==> src/rtl/cp_pkg.sv <==
// cp_pkg: shared constants, state encoding and helpers for the column-parity sequencer
package cp_pkg;

   localparam int ROWS_DEF = 5;
   localparam int Y_W = 3;

   typedef logic [1:0] state_t;

   localparam logic [1:0] S_IDLE  = 2'd0;
   localparam logic [1:0] S_READ  = 2'd1;
   localparam logic [1:0] S_WRITE = 2'd2;
   localparam logic [1:0] S_DONE  = 2'd3;

   function automatic logic is_last_row(input logic [Y_W-1:0] y, input int rows);
      return y == Y_W'(rows - 1);
   endfunction

endpackage

==> src/rtl/cp_parity_acc.sv <==
// cp_parity_acc: ROWS-bit parity register that can load, xor-fold or hold a row word
module cp_parity_acc
   import cp_pkg::*;
#(
   parameter int ROWS = ROWS_DEF
) (
   input  logic            clk,
   input  logic            reset,
   input  logic            load,
   input  logic            fold,
   input  logic [ROWS-1:0] d,
   output logic [ROWS-1:0] q
);

   // the first row of a slice replaces the old parity, later rows fold into it
   always_ff @(posedge clk) begin
      if (reset)
         q <= '0;
      else if (load)
         q <= d;
      else if (fold)
         q <= q ^ d;
   end

endmodule

==> src/rtl/cp_sequencer.sv <==
// cp_sequencer: walks every slice, xor-folds its row words and writes the column parity
module cp_sequencer
   import cp_pkg::*;
#(
   parameter int N    = 6,
   parameter int ROWS = ROWS_DEF
) (
   input  logic              clk,
   input  logic              reset,
   input  logic              start,
   output logic              busy,
   output logic              done,
   output logic              mem_rd_en,
   output logic [N+Y_W-1:0]  mem_rd_addr,
   input  logic              mem_rd_valid,
   input  logic [ROWS-1:0]   mem_rd_data,
   output logic              par_wr_en,
   output logic [N-1:0]      par_wr_addr,
   output logic [ROWS-1:0]   par_wr_data,
   input  logic              par_wr_ready
);

   state_t          state;
   logic [N-1:0]    z;
   logic [Y_W-1:0]  y;
   logic [ROWS-1:0] acc;
   logic            rd_take;
   logic            last_row;
   logic            last_slice;

   assign rd_take    = state == S_READ && mem_rd_valid;
   assign last_row   = is_last_row(y, ROWS);
   assign last_slice = &z;

   // pass control: read rows of slice z, write its parity, advance until z is all-ones
   always_ff @(posedge clk) begin
      if (reset) begin
         state <= S_IDLE;
         z     <= '0;
         y     <= '0;
      end else begin
         case (state)
            S_IDLE: if (start) begin
               state <= S_READ;
               z     <= '0;
               y     <= '0;
            end
            S_READ: if (mem_rd_valid) begin
               if (last_row)
                  state <= S_WRITE;
               else
                  y <= y + 1'b1;
            end
            S_WRITE: if (par_wr_ready) begin
               if (last_slice) begin
                  state <= S_DONE;
               end else begin
                  state <= S_READ;
                  z     <= z + 1'b1;
                  y     <= '0;
               end
            end
            default: begin
               state <= S_IDLE;
               z     <= '0;
               y     <= '0;
            end
         endcase
      end
   end

   cp_parity_acc #(.ROWS(ROWS)) u_acc (
      .clk   (clk),
      .reset (reset),
      .load  (rd_take && y == '0),
      .fold  (rd_take && y != '0),
      .d     (mem_rd_data),
      .q     (acc)
   );

   assign busy        = state == S_READ || state == S_WRITE;
   assign done        = state == S_DONE;
   assign mem_rd_en   = state == S_READ;
   assign mem_rd_addr = {z, y};
   assign par_wr_en   = state == S_WRITE;
   assign par_wr_addr = z;
   assign par_wr_data = par_wr_en ? acc : '0;

endmodule

==> config.mk <==
export PLATFORM = sky130hd
export DESIGN_NAME = cp_sequencer
export DESIGN_NICKNAME = d
export VERILOG_FILES = /design/src/rtl/cp_pkg.sv /design/src/rtl/cp_parity_acc.sv /design/src/rtl/cp_sequencer.sv
export SDC_FILE = /design/constraint.sdc
export NUM_CORES = 1
export LEC_CHECK = 0
export CORE_ASPECT_RATIO = 0.75
export CORE_MARGIN = 2
export CORE_UTILIZATION = 40
export CTS_CLUSTER_DIAMETER = 150
export CTS_CLUSTER_SIZE = 20
export DETAILED_ROUTE_END_ITERATION = 6
export GPL_TIMING_DRIVEN = 1
export PLACE_DENSITY = 0.74
export SLEW_MARGIN = 25
export SYNTH_ARGS = -nofsm -noshare
export SYNTH_HDL_FRONTEND = slang
export SYNTH_SLANG_ARGS = --single-unit
export TNS_END_PERCENT = 100
==> constraint.sdc <==
create_clock -name clk -period 1.5 [get_ports clk]
set_input_delay 0.45 -clock clk [delete_from_list [all_inputs] [get_ports clk]]
set_output_delay 0.45 -clock clk [all_outputs]
set_load 0.02 [all_outputs]
==> metrics.md <==
| Metric | Value |
|---|---|
| Initial Utilization | 0.412 |
| CTS Buf Count | 3 |
| Setup Skew | ~0.011 ns |
| Worst-Skew Late Latency | approximately 0.30 ns |
| Antenna Cells | 0 |
| Setup CP Type | in2reg |
| Worst setup endpoint | par_wr_addr[2]$_SDFFE_PP0P_ |
| DRC Markers | 0 |
| GRT overflow | 0 |
| Req. time, crit path | approximately 1.7 ns |
| Avg Inst Size Synth | around 8.3 µm² |
| First-pass GRT wire length | roughly 5600 µm |
| RSZ-0062 raised after global routing | true |
| Share of the synthesized area in the top cell type | 0.304 |
| Core Box Area | around 2600 µm² |
| All-layer global routing usage | 0.227 |
| CTS tree | done |
| FF-to-FF path depth | 7 |
| YS warnings | 0 |
| Dominant cells by area after synthesis | dfxtp_1 (30%), ha_1 (8.3%), mux2i_1 (5.7%), a21oi_1 (4.7%), buf_4 (4.3%) |
| Die height | between 40 and 50 µm |
| CTS clk-pin slew, worst paths | ~0.1 ns |
| Commonest non-fill, non-tap cell in the layout | buf_4 |
| Worst setup EP type | flip-flop |
| Crit-path max cell delay | 0.55 ns |
| Crit-path leading delay family | simple AND/OR/NAND/NOR gates |
| Clock Sinks | 16 |
| Worst path slowest cell | clkdlybuf4s50_1 |
| Floorplan row count | 16 |
| Final HPWL DP | 2120 µm |
| Layout cells sized above 1 | 0.524 |
| Max FO, Critical Path | 6 |
| R2R Setup Slk | -0.23 ns |
| Vias in the first global route | 1,231 |
| Commonest non-fill, non-tap cells in the layout | buf_4 (22), buf_6 (21), nor2_1 (11), dfxtp_1 (10), clkdlybuf4s15_1 (9) |
| Setup slack after layout | -0.234 ns |
| Mapped Area | about 1100 µm² |
| VDD IR max | between 0.001 and 0.0015 V |
| Crit-path cells | clkdlybuf4s50_1 > nand2b_4 > o2111ai_4 > or4_4 > a21oi_2 |
| Final hold violation count | 0 |
| Initial antenna violation count | 0 |
| Buffers on Ports | 33 |
| Hold_buf cts | 0 |
| Mapped Cells | roughly 130 |
| Min Tclk post-route | around 1.7 ns |
| Routed WL per cell | 15.6 µm |
| # fillers | just under 200 |
| Multi-input gate area | 835 µm² |
| Setup crit start | par_wr_ready |
| DRT iter0 DRCs | 29 |
| Worst EP arrival | 1.96 ns |
| Place WS | -0.488 ns |
| RR Endpoint | par_wr_addr[2]$_SDFFE_PP0P_ |
| Slew Limit Headroom | 0.812 |
| Largest net degree at the start of global routing | 13 |
| #FFs+latches synth | 16 |
| Worst-Margin Slew | between 0.2 and 0.3 ns |
| Vias | 1,220 |
| CTS H-tree lvls | 1 |
| Reg2Reg Launch Point | state[0]$_SDFFE_PP0P_ |
| Worst Hold Class | reg2reg |
| Final Max Slew Viols | 0 |
| HP Start | par_wr_addr[1]$_SDFFE_PP0P_ |
| Power density cells | ~1300 nW/µm² |
| Distinct cells, synth | 33 |
| CTS max path bufs | 2 |
| Leading area contributor after synthesis | dfxtp_1 |
| GP Congestion | roughly 0.82 |
| Via density per instance | between 5 and 6 |
| Fmax achieved | between 500 and 600 MHz |
| Die area | around 3000 µm² |
| Die width | 63.3 µm |
| First-pass DRT Iterations | 4 |
| WL final | between 3000 and 4000 µm |
| LEAKAGE | about 0.8 nW |
| Design Power | about 2.5 mW |
| Violated checks | negative setup slack |
| Final instance area | approximately 2000 µm² |
| CP bufs+invs | 1 |
| Syn Nets | 144 |
| Final #Nets | 209 |
| CTS root buf | clkbuf_4 |
| Final worst path period share | 1.16 |
| Placed instance area | around 1700 µm² |
| Outcome | finished with violations |
| Num ports | 34 |
| Max_cap viols | 0 |
| Post-synthesis sequential area ratio | 0.304 |
| CP Depth | 5 |
| Area grow syn2layout | 85.6% |
| Sequential Area | ~340 µm² |
| Final setup violation count | 20 |
| Antenna Nets Post-Route | 0 |
| Type of origin of the critical path | input pin |
-- cells in the mapped netlist (all sizes together) --
master,n
mux2i,6
a21oi,10
or4,3
nor3,1
nor4,1
and2,7
or3,2
nand3b,1
buf,7
o2111ai,1
a22oi,5
o21ai,7
o31ai,4
or4b,1
clkbuf,2
nand2,7
o32ai,1
nand2b,2
inv,8
nand4b,1
nor2,12
or2,3
or2b,1
nor2b,3
nand3,4
dfxtp,16
a21boi,1
nand4,1
ha,7
a211oi,2
-- per-stage QoR --
| step | hold WS, ns | TNS (ns) | utilization | cells |
|---|---|---|---|---|
| 6_report | 0.511 | -2.73 | 0.764 | 227 |
| 2_1_floorplan | 0.501 | -0.0631 | - | 127 |
| 3_5_place_dp | 0.494 | -7.00 | 0.648 | 212 |
| 5_1_grt | 0.532 | -3.65 | 0.764 | 227 |
| 3_3_place_gp | 0.466 | -6.20 | 0.648 | 212 |
| 4_1_cts | 0.500 | -2.18 | 0.696 | 223 |
-- registers in the layout, summed over array words and instances, names as in the netlist --
signal,cells
par_wr_addr,6
y,3
state,2
u_acc.q,5
-- final cells by class --
class                           count  share of cell area
Clock buffer                        4              0.0185
Multi-Input combinational cell     94               0.426
Tap cell                           36              0.0230
Sequential cell                    16               0.173
Timing Repair Buffer               69               0.342
Inverter                            8              0.0179
-- metal layers --
metal,track usage,up-vias,routed length (µm),share of wire
li1,-,579,-,-
met1,0.257,584,1460,0.41
met2,0.420,49,1810,0.51
met3,0.0721,8,224,0.063
met4,0.0435,0,57,0.016
met5,0,-,0,0
-- report_power, final --
part	switching, mW	internal (mW)	total, mW
registers	0.0665	0.497	0.563
logic	0.750	0.901	1.65
clock network	0.146	0.148	0.294
total	0.963	1.55	2.51
-- worst register-to-register path: cells and delay by family (launching register included) --
kind	cells	cell delay (ns)
AOI/OAI and AO/OA	2	0.29
adders and majority gates	1	0.15
buffers and inverters	2	0.15
DFF	1	0.38
and+or+nand+nor	2	0.68
-- timing repair --
action / 4_1_cts / 5_1_grt
setup endpoints to repair: 39 / 34
pin swaps: 14 / 17
resized for setup: 81 / 49
buffers inserted: 7 / 5
-- how the worst min path moves through the flow --
stage / endpoint / depth (start not counted)
finish: par_wr_addr[1]$_SDFFE_PP0P_ / 2
global route: par_wr_addr[1]$_SDFFE_PP0P_ / 2
CTS: par_wr_addr[1]$_SDFFE_PP0P_ / 2
detailed placement: par_wr_addr[1]$_SDFFE_PP0P_ / 2
global placement: par_wr_addr[1]$_SDFFE_PP0P_ / 2
floorplan: u_acc.q[0]$_SDFFE_PP0P_ / 2
-- cell families after synthesis --
kind of cell | count (synthesis) | share of synthesized area
flops | 16 | 0.304
simple gates | 50 | 0.267
fa+ha+maj | 7 | 0.0830
compound gates | 31 | 0.208
buf+inv | 17 | 0.0818
mux | 6 | 0.0569
No activity file was read; power rests on OpenSTA's default activity.
